<file path="config.mk">
export PLATFORM = sky130hd
export DESIGN_NAME = stack_arbiter
export DESIGN_NICKNAME = d
export VERILOG_FILES = /design/src/rtl/stack_pkg.sv /design/src/rtl/stack_arbiter_rr_pick2.sv /design/src/rtl/stack_arbiter.sv
export SDC_FILE = /design/constraint.sdc
export NUM_CORES = 1
export LEC_CHECK = 0
export CAP_MARGIN = 30
export CORE_MARGIN = 3
export CORE_UTILIZATION = 47
export CTS_BUF_LIST = sky130_fd_sc_hd__clkbuf_8
export CTS_CLUSTER_SIZE = 16
export DETAILED_ROUTE_END_ITERATION = 8
export PLACE_DENSITY_LB_ADDON = 0.08
export SETUP_SLACK_MARGIN = 0.3
export SKIP_LAST_GASP = 1
export SYNTH_ARGS = -nofsm -noshare
export SYNTH_HDL_FRONTEND = slang
export SYNTH_HIERARCHICAL = 1
export SYNTH_SLANG_ARGS = --single-unit
</file>
<file path="constraint.sdc">
create_clock -name clk -period 2.7 [get_ports clk]
set_clock_uncertainty 0.1 [all_clocks]
set_input_delay 0.54 -clock clk [delete_from_list [all_inputs] [get_ports clk]]
set_output_delay 0.54 -clock clk [all_outputs]
set_load 0.02 [all_outputs]
</file>
<file path="src/rtl/stack_pkg.sv">
// Shared definitions for the stack arbiter: command codes, FSM states,
// and default geometry.
package stack_pkg;

    localparam int DEPTH_DEF = 8;
    localparam int WIDTH_DEF = 4;

    typedef enum logic [1:0] {
        CMD_PEEK = 2'b00,
        CMD_PUSH = 2'b01,
        CMD_POP  = 2'b10,
        CMD_SWAP = 2'b11
    } cmd_e;

    typedef enum logic [1:0] {
        IDLE   = 2'b00,
        ISSUE  = 2'b01,
        SETTLE = 2'b10,
        DONE   = 2'b11
    } state_e;

endpackage

</file>
<file path="src/rtl/stack_arbiter_rr_pick2.sv">
// Two-way round-robin pick: on a tie the requester not granted last wins.
module rr_pick2 (
    input  logic [1:0] req,
    input  logic       last,
    output logic [1:0] pick,
    output logic       idx
);

    always_comb begin
        idx  = 1'b0;
        pick = 2'b00;
        if (req == 2'b11) begin
            idx = ~last;
        end else begin
            idx = req[1];
        end
        if (req != 2'b00) begin
            pick = idx ? 2'b10 : 2'b01;
        end
    end

endmodule

</file>
<file path="src/rtl/stack_arbiter.sv">
// Shares one stack_register between two requesters; rejects overflow
// and underflow using a local occupancy count.
module stack_arbiter
    import stack_pkg::*;
#(
    parameter int DEPTH = DEPTH_DEF,
    parameter int WIDTH = WIDTH_DEF
) (
    input  logic                       clk,
    input  logic                       rst_n,
    input  logic [1:0]                 req,
    input  logic [1:0]                 cmd0,
    input  logic [1:0]                 cmd1,
    input  logic [WIDTH-1:0]           wdata0,
    input  logic [WIDTH-1:0]           wdata1,
    output logic [1:0]                 gnt,
    output logic [1:0]                 done,
    output logic                       err,
    output logic [WIDTH-1:0]           rdata,
    output logic [$clog2(DEPTH+1)-1:0] count,
    output logic                       stk_move,
    output logic                       stk_mode,
    output logic                       stk_swap,
    output logic [WIDTH-1:0]           stk_in,
    input  logic [WIDTH-1:0]           stk_top
);

    localparam int CW = $clog2(DEPTH + 1);

    state_e           state_q, state_d;
    cmd_e             cmd_q, cmd_d;
    logic [WIDTH-1:0] wdata_q, wdata_d;
    logic [WIDTH-1:0] rdata_q, rdata_d;
    logic [CW-1:0]    count_q, count_d;
    logic             last_q, last_d;
    logic             win_q, win_d;
    logic             ok_q, ok_d;
    logic             rej_q, rej_d;

    logic [1:0]       pick;
    logic             pick_idx;

    rr_pick2 u_pick (
        .req  (req),
        .last (last_q),
        .pick (pick),
        .idx  (pick_idx)
    );

    function automatic logic legal(cmd_e c, logic [CW-1:0] n);
        logic ok;
        ok = 1'b0;
        unique case (c)
            CMD_PUSH: ok = (n < CW'(DEPTH));
            CMD_POP:  ok = (n != '0);
            CMD_SWAP: ok = (n >= CW'(2));
            CMD_PEEK: ok = (n != '0);
        endcase
        return ok;
    endfunction

    always_comb begin
        state_d = state_q;
        cmd_d   = cmd_q;
        wdata_d = wdata_q;
        rdata_d = rdata_q;
        count_d = count_q;
        last_d  = last_q;
        win_d   = win_q;
        ok_d    = ok_q;
        rej_d   = rej_q;
        unique case (state_q)
            IDLE: begin
                if (pick != 2'b00) begin
                    win_d   = pick_idx;
                    last_d  = pick_idx;
                    cmd_d   = pick_idx ? cmd_e'(cmd1) : cmd_e'(cmd0);
                    wdata_d = pick_idx ? wdata1 : wdata0;
                    ok_d    = legal(cmd_d, count_q);
                    state_d = ISSUE;
                end
            end
            ISSUE: begin
                rej_d = ~ok_q;
                if (ok_q && cmd_q == CMD_PUSH) begin
                    count_d = count_q + CW'(1);
                end else if (ok_q && cmd_q == CMD_POP) begin
                    count_d = count_q - CW'(1);
                end
                state_d = SETTLE;
            end
            SETTLE: begin
                // An empty stack reports 0 rather than a stale top word
                rdata_d = (count_q == '0) ? '0 : stk_top;
                state_d = DONE;
            end
            DONE: begin
                state_d = IDLE;
            end
        endcase
    end

    always_ff @(posedge clk or negedge rst_n) begin
        if (!rst_n) begin
            state_q <= IDLE;
            cmd_q   <= CMD_PEEK;
            wdata_q <= '0;
            rdata_q <= '0;
            count_q <= '0;
            last_q  <= 1'b1;
            win_q   <= 1'b0;
            ok_q    <= 1'b0;
            rej_q   <= 1'b0;
        end else begin
            state_q <= state_d;
            cmd_q   <= cmd_d;
            wdata_q <= wdata_d;
            rdata_q <= rdata_d;
            count_q <= count_d;
            last_q  <= last_d;
            win_q   <= win_d;
            ok_q    <= ok_d;
            rej_q   <= rej_d;
        end
    end

    logic issue_ok;

    always_comb begin
        issue_ok = (state_q == ISSUE) && ok_q;
        gnt      = 2'b00;
        done     = 2'b00;
        if (state_q == ISSUE) begin
            gnt = win_q ? 2'b10 : 2'b01;
        end
        if (state_q == DONE) begin
            done = win_q ? 2'b10 : 2'b01;
        end
        err      = (state_q == DONE) && rej_q;
        stk_move = issue_ok && (cmd_q == CMD_PUSH || cmd_q == CMD_POP);
        stk_mode = issue_ok && (cmd_q == CMD_PUSH);
        stk_swap = issue_ok && (cmd_q == CMD_SWAP);
        stk_in   = (issue_ok && cmd_q == CMD_PUSH) ? wdata_q : '0;
        rdata    = rdata_q;
        count    = count_q;
    end

endmodule

</file>
; After elaboration in Yosys (flattened, before gate mapping)
; Index checks and enable logic that the tools add are counted.
[classes]
muxes = 15
multipliers = 0
div_mod_pow = 0
addsub = 2
reduce_logical = 18
magnitude_cmp = 2
shift = 0
n_eq_ne = 11
bitwise = 2
[ops]
columns = operator, count
row1 = 4-bit 2-to-1 mux, 5
row2 = 2-bit equality test (second input constant), 7
row3 = 2-bit 2-to-1 mux, 7
row4 = 2-bit case mux with 4 select lines, 1
row5 = 1-bit logical AND, 7
row6 = 2-bit by 1-bit equality test with 1-bit output (second input constant), 3
row7 = 2-bit nonzero test, 3
row8 = 4-bit by 1-bit adder with 4-bit output (second input constant), 1
row9 = 4-bit by 2-bit >= comparator with 1-bit output (second input constant), 1
row10 = 2-bit zero test, 2
row11 = 4-bit zero test, 1
row12 = 4-bit < comparator (second input constant), 1
row13 = 2-bit AND reduction, 2
row14 = 4-bit nonzero test, 1
row15 = 4-bit by 1-bit subtractor with 4-bit output (second input constant), 1
row16 = 1-bit case mux with 3 select lines, 1
row17 = 2-bit != test (second input constant), 1
row18 = 1-bit inverter, 2
row19 = 2-bit OR reduction, 1
row20 = 1-bit logical OR, 1
row21 = 1-bit 2-to-1 mux, 1
[word_totals]
latch_bits = 0
memories = 0
rom_bits = 0
out_inout_bits = 20
mem_bits_rw = 0
word_cells = 59
regBits = 20
inputBits = 20

; Longest topological paths before layout
; Gate-level depths: netlist of run 1.
[depth]
ltp_word = 7
depth_mapped = 8

; By module
; The synthesis of run 1 kept the hierarchy.
[by_module_without_submodules]
columns = mod, cells_each, instances, area_each_um2
row1 = stack_arbiter, 111, 1, 1157.4
row2 = rr_pick2, 4, 1, 26.3

; Worst setup path after synthesis of run 1
; No wires, ideal clock.
[synth_timing]
path_kind = reg2out
startpoint = reg state_q[1]
endpoint = out stk_in[0]
path_buffers = 0
required_time_ps = 2060
stages_incl_launch_ff = 6
setup_slack_ps = 684
t_arrival_ps = 1376
path_cell_list = dfrtp_1 -> inv_1 -> ha_1 -> o211ai_2 -> nor2_4 -> and2_1
[synth_via]
elab_chain_cells = 4
[synth_lines]
columns = element, line
row1 = from (decl), stack_arbiter.sv:30  ; state_e state_q, state_d;
row2 = from (signal assigned), stack_arbiter.sv:115  ; state_q <= state_d;
row3 = 2-bit by 1-bit equality test with 1-bit output, stack_arbiter.sv:130  ; issue_ok = (state_q == ISSUE) && ok_q;
row4 = 1-bit logical AND, stack_arbiter.sv:130
row5 = 1-bit logical AND, --
row6 = named net stk_mode, stack_arbiter.sv:22  ; output logic stk_mode,
row7 = 4-bit 2-to-1 mux, stack_arbiter.sv:143  ; stk_in = (issue_ok && cmd_q == CMD_PUSH) ? wdata_q : '0;
row8 = to (decl), stack_arbiter.sv:24  ; output logic [WIDTH-1:0] stk_in,
; The timed path passes the listed nets, and every way through them passes these cells.

; Final worst setup path of run 1
[layout_timing]
startpoint = reg state_q[1]
endpoint = out gnt[0]
[layout_via]
elab_chain_cells = 2
[layout_lines]
columns = element, line
row1 = 2-bit by 1-bit equality test with 1-bit output, stack_arbiter.sv:133  ; if (state_q == ISSUE) begin
row2 = 2-bit 2-to-1 mux, stack_arbiter.sv:133
row3 = to (decl), stack_arbiter.sv:16  ; output logic [1:0] gnt,
; Every way passes these cells.

==> results of run 1 <==
[critical path, stage by stage, from the launching register on]
cell and delay [ns]:
dfrtp_1 0.42, inv_1 0.11, ha_1 0.23, buf_4 0.16, nor2b_1 0.12, dlygate4sd2_1 0.34
[cell usage after synthesis (2+ instances only)]
cell type  instances  area [um2]
and2_1             7        43.8
xnor2_1            3        26.3
ha_1              10         125
dfrtp_1           19         475
nand2_1           17        63.8
inv_1             10        37.5
o21ai_0            7        35.0
o22ai_1            4        25.0
a21oi_1            3        15.0
mux2i_1            7        70.1
mux2_2             2        22.5
a21boi_1           3        22.5
nor2b_1            3        18.8
[power breakdown]
part	switching, uW	total, uW	internal (uW)
sequential	162	611	449
combinational	482	947	464
clock	102	231	130
total	746	1790	1040
[timing repair]
action	4_1_cts	5_1_grt
buffers inserted	0	1
pin swaps	0	1
gates resized for setup	9	12
endpoints found under the setup margin	9	5
[worst min-delay path by stage]
stage,slack (ns),from,to,cells after the start
CTS,0.38,wdata_q[3],wdata_q[3],2
global placement,0.36,wdata_q[3],wdata_q[3],2
detailed placement,0.37,wdata_q[3],wdata_q[3],2
global route,0.40,wdata_q[3],wdata_q[3],2
finish,0.38,wdata_q[3],wdata_q[3],2
floorplan,0.14,rst_n,cmd_q[0],0
[area by class of cell]
class / instances / area, um2 / share of cell area, %
Inverter: 10 / 37.5 / 2.24
Sequential cell: 20 / 502 / 29.9
Tap cell: 28 / 35.0 / 2.09
Clock buffer: 4 / 55.1 / 3.28
Multi-Input combinational cell: 82 / 638 / 38.0
Timing Repair Buffer: 45 / 410 / 24.5
[through the flow]
| step | worst slack [ns] | std cells | cell area [um2] | total power, uW |
|---|---|---|---|---|
| final | 0.407 | 189 | 1680 | 1790 |
| after CTS | 0.197 | 188 | 1670 | 1780 |
| after global placement | 0.296 | 184 | 1630 | 1500 |
| after floorplan | 0.684 | 115 | 1180 | 1180 |
| after detailed placement | 0.246 | 184 | 1630 | 1550 |
| after global routing | 0.297 | 189 | 1680 | 1930 |
[flip-flops by register name (all words and copies together), names as in the netlist]
name     flops
count        4
rdata        4
wdata_q      4
cmd_q        2
state_q      2
last_q       1
ok_q         1
rej_q        1
win_q        1
[cell families (layout without fill, tap and decap cells)]
group                      Yosys count  count (layout)
AOI/OAI and AO/OA                   23              23
xor gates and xnor gates             3               3
adders and majority gates           11              11
buffers and inverters               13              59
DFF                                 20              20
muxes                               10              10
and+or+nand+nor                     35              35
[placed cells by master (no fill, tap or decap), drive strengths merged, types with 6 or more instances in the layout]
cell / instances
buf: 6
clkdlybuf4s50: 30
o21ai: 8
ha: 10
clkbuf: 8
mux2i: 8
nand2: 17
inv: 10
dfrtp: 19
and2: 7
[per-layer routing]
metal | vias up | global-route usage [%] | wire [um]
met1 | 455 | 22.0 | 1080
met2 | 27 | 33.4 | 1420
met4 | 0 | 7.12 | 32
met5 | - | 0 | 0
met3 | 2 | 3.25 | 141
li1 | 484 | - | -
==> metrics.md, run 1 <==
| Metric | Value |
|---|---|
| Fin Hold WS | 0.381 ns |
| GRT overflow | 0 |
| Rows | 17 |
| Status | finished, final reports clean |
| Hold Fails Final Rpt | 0 |
| Post-layout util | 73.0% |
| Initial antenna violation count | 0 |
| Ports | 40 |
| RR Endpoint | count[3] |
| Die Y | 56.2 um |
| CP startpoint | state_q[1] |
| Syn_nets | 146 |
| Critical Path Source Type | flop |
| Synth Cell Area | 1180 um2 |
| CP Class | reg2out |
| Endpoint class of the critical path | output pin |
| 1st-pass router iterations | 3 |
| First-pass GRT wire length | 4640 um |
| Worst-path maximum fanout | 5 |
| Post-synth ARST share | 100% |
| Layout cell share with drive strength beyond 1 | 14.9% |
| Vias per cell | 5.12 |
| Synth Warn # | 6 |
| Worst flop-to-flop path startpoint | cmd_q[1] |
| CTS tree | yes |
| #FFs+latches synth | 20 |
| HP Class | reg2reg |
| Layout Nets | 193 |
| Initial Utilization | 51.5% |
| Adder-cell share of the synthesized area | 12.3% |
| Cells after Synth | 115 |
| Routed length per instance | 14.2 um |
| IO Port Bufs | 39 |
| GPL Wtd Cong | 0.778 |
| N_diodes | 0 |
| H-tree depth | 1 |
| Largest family of logic cells by synthesized area | simple AND/OR/NAND/NOR gates |
| Via count | 968 |
| Layout Area Growth over Synthesis | 41.8% |
| Detailed Place HPWL | 2080 um |
| Synth Area in Compound Gates | 12.4% |
| Arrival @ worst endpoint | 1.65 ns |
| Fin Setup TNS | 0 ns |
| Total CTS buffers | 3 |
| Drt initial violations | 9 |
| RSZ-0062 raised after global routing | false |
| Reg2Reg Setup Slack | 0.67 ns |
| Post-Synth XOR/XNOR Area | 2.22% |
| Post-synthesis sequential area ratio | 42.4% |
| Die Wd | 56.2 um |
| CP Capture Point | gnt[0] |
| CTS sink cnt | 20 |
| Setup violators final | 0 |
| Synth cell types | 33 |
| Gr usage total | 18.7% |
| Mux share of post-synthesis cell area | 8.99% |
| Post-synth EDFFs | 0 |
| DRC viols | 0 |
| CTS hold repair buffers | 0 |
| Fmax | 0.436 GHz |
| Pleak | 0.000775 uW |
| Clk_lat worst skew | 0.26 ns |
| Worst-Margin Slew | 0.520 ns |
| Max-cap check violation count | 0 |
| Ys flop type | dfrtp_1 |
| Tcrit/Tclk final | 84.9% |
| CP required | 2.06 ns |
| Fillcell total | 183 |
| Reg clk slew, reported paths | 0.08 ns |
| Largest net degree at the start of global routing | 21 |
| Longest Clk Path Bufs | 2 |
| Final WL | 2680 um |
| Reg2reg path depth | 8 |
| Simple logic cell fraction of the synthesized area | 16.9% |
| Post-route ant nets | 0 |
| Power per Cell Area | 1070 nW/um2 |
| Post-layout min period | 2.29 ns |
| VDD IR-drop max | 0.669 mV |
| Root buf cell | clkbuf_8 |
| Fin. max-slew vios | 0 |
| Die area | 3160 um2 |
| Vias in the first global route | 1008 |
| CORE AREA | 2300 um2 |
| Slew margin rel. | 65.1% |
| Average cell area after synthesis | 10.3 um2 |
Note: power is estimated with default switching activity, not from simulation.
==> run 2: changes to the inputs <==
==> constraint.sdc (replaced) <==
create_clock -name clk -period 2.3 [get_ports clk]
set_clock_uncertainty 0.1 [all_clocks]
set_input_delay 0.46 -clock clk [delete_from_list [all_inputs] [get_ports clk]]
set_output_delay 0.46 -clock clk [all_outputs]
set_load 0.02 [all_outputs]
==> run 2 against run 1 <==
Die area unchanged. Largest cell class unchanged. Power increased by 33%. Worst hold slack improved by 0.0064 ns. Utilization increased by 7.5 points. Non-clock buffer count increased by 8. Setup slack got worse by 0.16 ns. Count of clock-buffer cells in the layout decreased by 1. Final area increased by 10%. Critical endpoint is now stk_in[3].
==> metrics.md, run 2 (synthesis results as in run 1) <==
| Metric | Value |
|---|---|
| Switch Pwr | 979 uW |
| Fin. max-slew vios | 0 |
| Grt peak-use layer | met2 |
| CTS hold repair buffers | 0 |
| Switching Fraction | 41.0% |
| Rows | 17 |
| Pleak | 0.000858 uW |
| VDD IR-drop max | 0.797 mV |
| CTS tree | yes |
| Cell family with most CP delay | flip-flops |
| CP Cell Sequence | buf_6 > ha_4 > o211ai_4 > nor2_4 > and2_4 > buf_6 |
| Total Power | 2390 uW |
| Total CTS buffers | 3 |
| Detailed Place HPWL | 2140 um |
| First-pass GRT wire length | 4860 um |
| Register area | 504 um2 |
| Clk_lat worst skew | 0.26 ns |
| Tcrit/Tclk final | 89.5% |
| Setup violators final | 0 |
| Most frequent cells in the layout | clkdlybuf4s50_1 (24), dfrtp_1 (17), nand2_1 (16) |
| IO Port Bufs | 39 |
| Die Wd | 56.2 um |
| Finished Layout Cells | 197 |
| Initial Utilization | 51.5% |
| Status | finished, final reports clean |
| Post-route ant nets | 0 |
| DRC viols | 0 |
| Int Pwr | 1410 uW |
| Layout cell share with drive strength beyond 1 | 32.0% |
| Met3 track demand over resource | 3.25% |
| Max-cap check violation count | 0 |
| Fmax | 0.486 GHz |
| Drt initial violations | 15 |
| H-tree depth | 1 |
| Combinational share of power | 54.2% |
| RSZ-0062 raised after global routing | true |
| HP Class | reg2reg |
| Placed cell area | 1650 um2 |
| Worst-Margin Slew | 0.560 ns |
| GRT overflow | 0 |
| Grt met2 use | 33.6% |
| Layout Nets | 201 |
| Die Y | 56.2 um |
| CP Class | reg2out |
| Arrival @ worst endpoint | 1.50 ns |
| Longest Clk Path Bufs | 2 |
| Slew margin rel. | 62.4% |
| Reg clk slew, reported paths | 0.08 ns |
| Routed length per instance | 15.4 um |
| Via count | 1005 |
| Final instance area | 1850 um2 |
| Final WL | 3040 um |
| Power per Cell Area | 1290 nW/um2 |
| Vias per cell | 5.10 |
| CP dominant cell by count | buf_6 |
| CORE AREA | 2300 um2 |
| Clock share of power | 15.0% |
| Hold Fails Final Rpt | 0 |
| CTS sink cnt | 20 |
| Ports | 40 |
| GPL Wtd Cong | 0.751 |
| Fin Setup TNS | 0 ns |
| Root buf cell | clkbuf_8 |
| Buf+Inv Stages, Crit Path | 2 |
| Endpoint class of the critical path | output pin |
| Crit-path max cell delay | 0.40 ns |
| Fillcell total | 146 |
| Initial antenna violation count | 0 |
| Vias in the first global route | 1055 |
| Commonest non-fill, non-tap cell in the layout | clkdlybuf4s50_1 |
| CP required | 1.74 ns |
| Worst-path maximum fanout | 6 |
| Met1 Use GR | 23.0% |
| Die area | 3160 um2 |
| Worst path slowest cell | dfrtp_1 |
| Dpl cells | 187 |
| N_diodes | 0 |
| Layout Area Growth over Synthesis | 56.3% |
| Area of the multi-input gates | 718 um2 |
| Reg power frac | 30.8% |
| Post-layout min period | 2.06 ns |
| Min setup slack post-route | 0.242 ns |
| 1st-pass router iterations | 3 |
| Largest net degree at the start of global routing | 13 |
| Critical Path Source Type | flop |
| Worst slack, placed | 0.00481 ns |
| Gr usage total | 19.0% |
run 2: changes by cell type in the layout (fill, tap and decap cells not counted), sizes merged:
| cell | delta |
|---|---|
| clkdlybuf4s15 | -1 |
| buf | +17 |
| dlygate4sd2 | -3 |
| clkbuf | -2 |
| dlymetal6s2s | +2 |
| bufinv | +1 |
| clkdlybuf4s50 | -6 |
run 2: what timing repair did:
| item | CTS | global route |
|---|---|---|
| setup endpoints to repair | 15 | 16 |
| gates resized for setup | 57 | 27 |
| pin swaps | 2 | 9 |
| buffers inserted | 0 | 6 |
run 2: worst paths after layout:
check / start / end / slack, ns / depth (start not counted)
setup / recovery: cmd_q[1] / stk_in[3] / 0.24 / 6
hold / removal: last_q / last_q / 0.39 / 2
setup reg to reg: state_q[0] / state_q[1] / 0.39 / 5
hold reg to reg: last_q / last_q / 0.39 / 2
max in group asynchronous: rst_n / cmd_q[0] / 1.11 / 2
min in group asynchronous: rst_n / count[0] / 0.43 / 1
run 2: metrics by stage:
step,utilization (%),hold slack (ns)
4_1_cts,75.7,0.386
6_report,80.6,0.387
3_3_place_gp,71.8,0.359
2_1_floorplan,-,0.0644
3_5_place_dp,71.8,0.367
5_1_grt,80.6,0.429
run 2: power by group through the flow:
stage                     registers (uW)  logic (uW)  clock network [uW]
after floorplan                      759         627                   0
after global placement               700        1090                   0
after detailed placement             710        1140                   0
after CTS                            715        1170                 363
after global routing                 768        1400                 379
final                                736        1290                 357
run 2: metal layers:
layer | vias up | routed length (um)
met3 | 2 | 151
met2 | 31 | 1600
met1 | 475 | 1260
li1 | 497 | -
met5 | - | 0
met4 | 0 | 28
run 2: worst reg2reg max path, cell delays in order, from the launching register on:
cell and delay [ns]:
dfrtp_1 0.44, buf_4 0.15, inv_1 0.12, ha_1 0.21, nor3b_1 0.39, mux2_2 0.38
run 2: area by class of cell:
cell class                 count  area share (%)
multi-input combinational     82            38.8
sequential                    20            27.2
timing repair buffer          53            26.2
clock buffer                   3            2.23
inverter                      10            2.03
tap                           28            1.89
clock inverter                 1            1.62
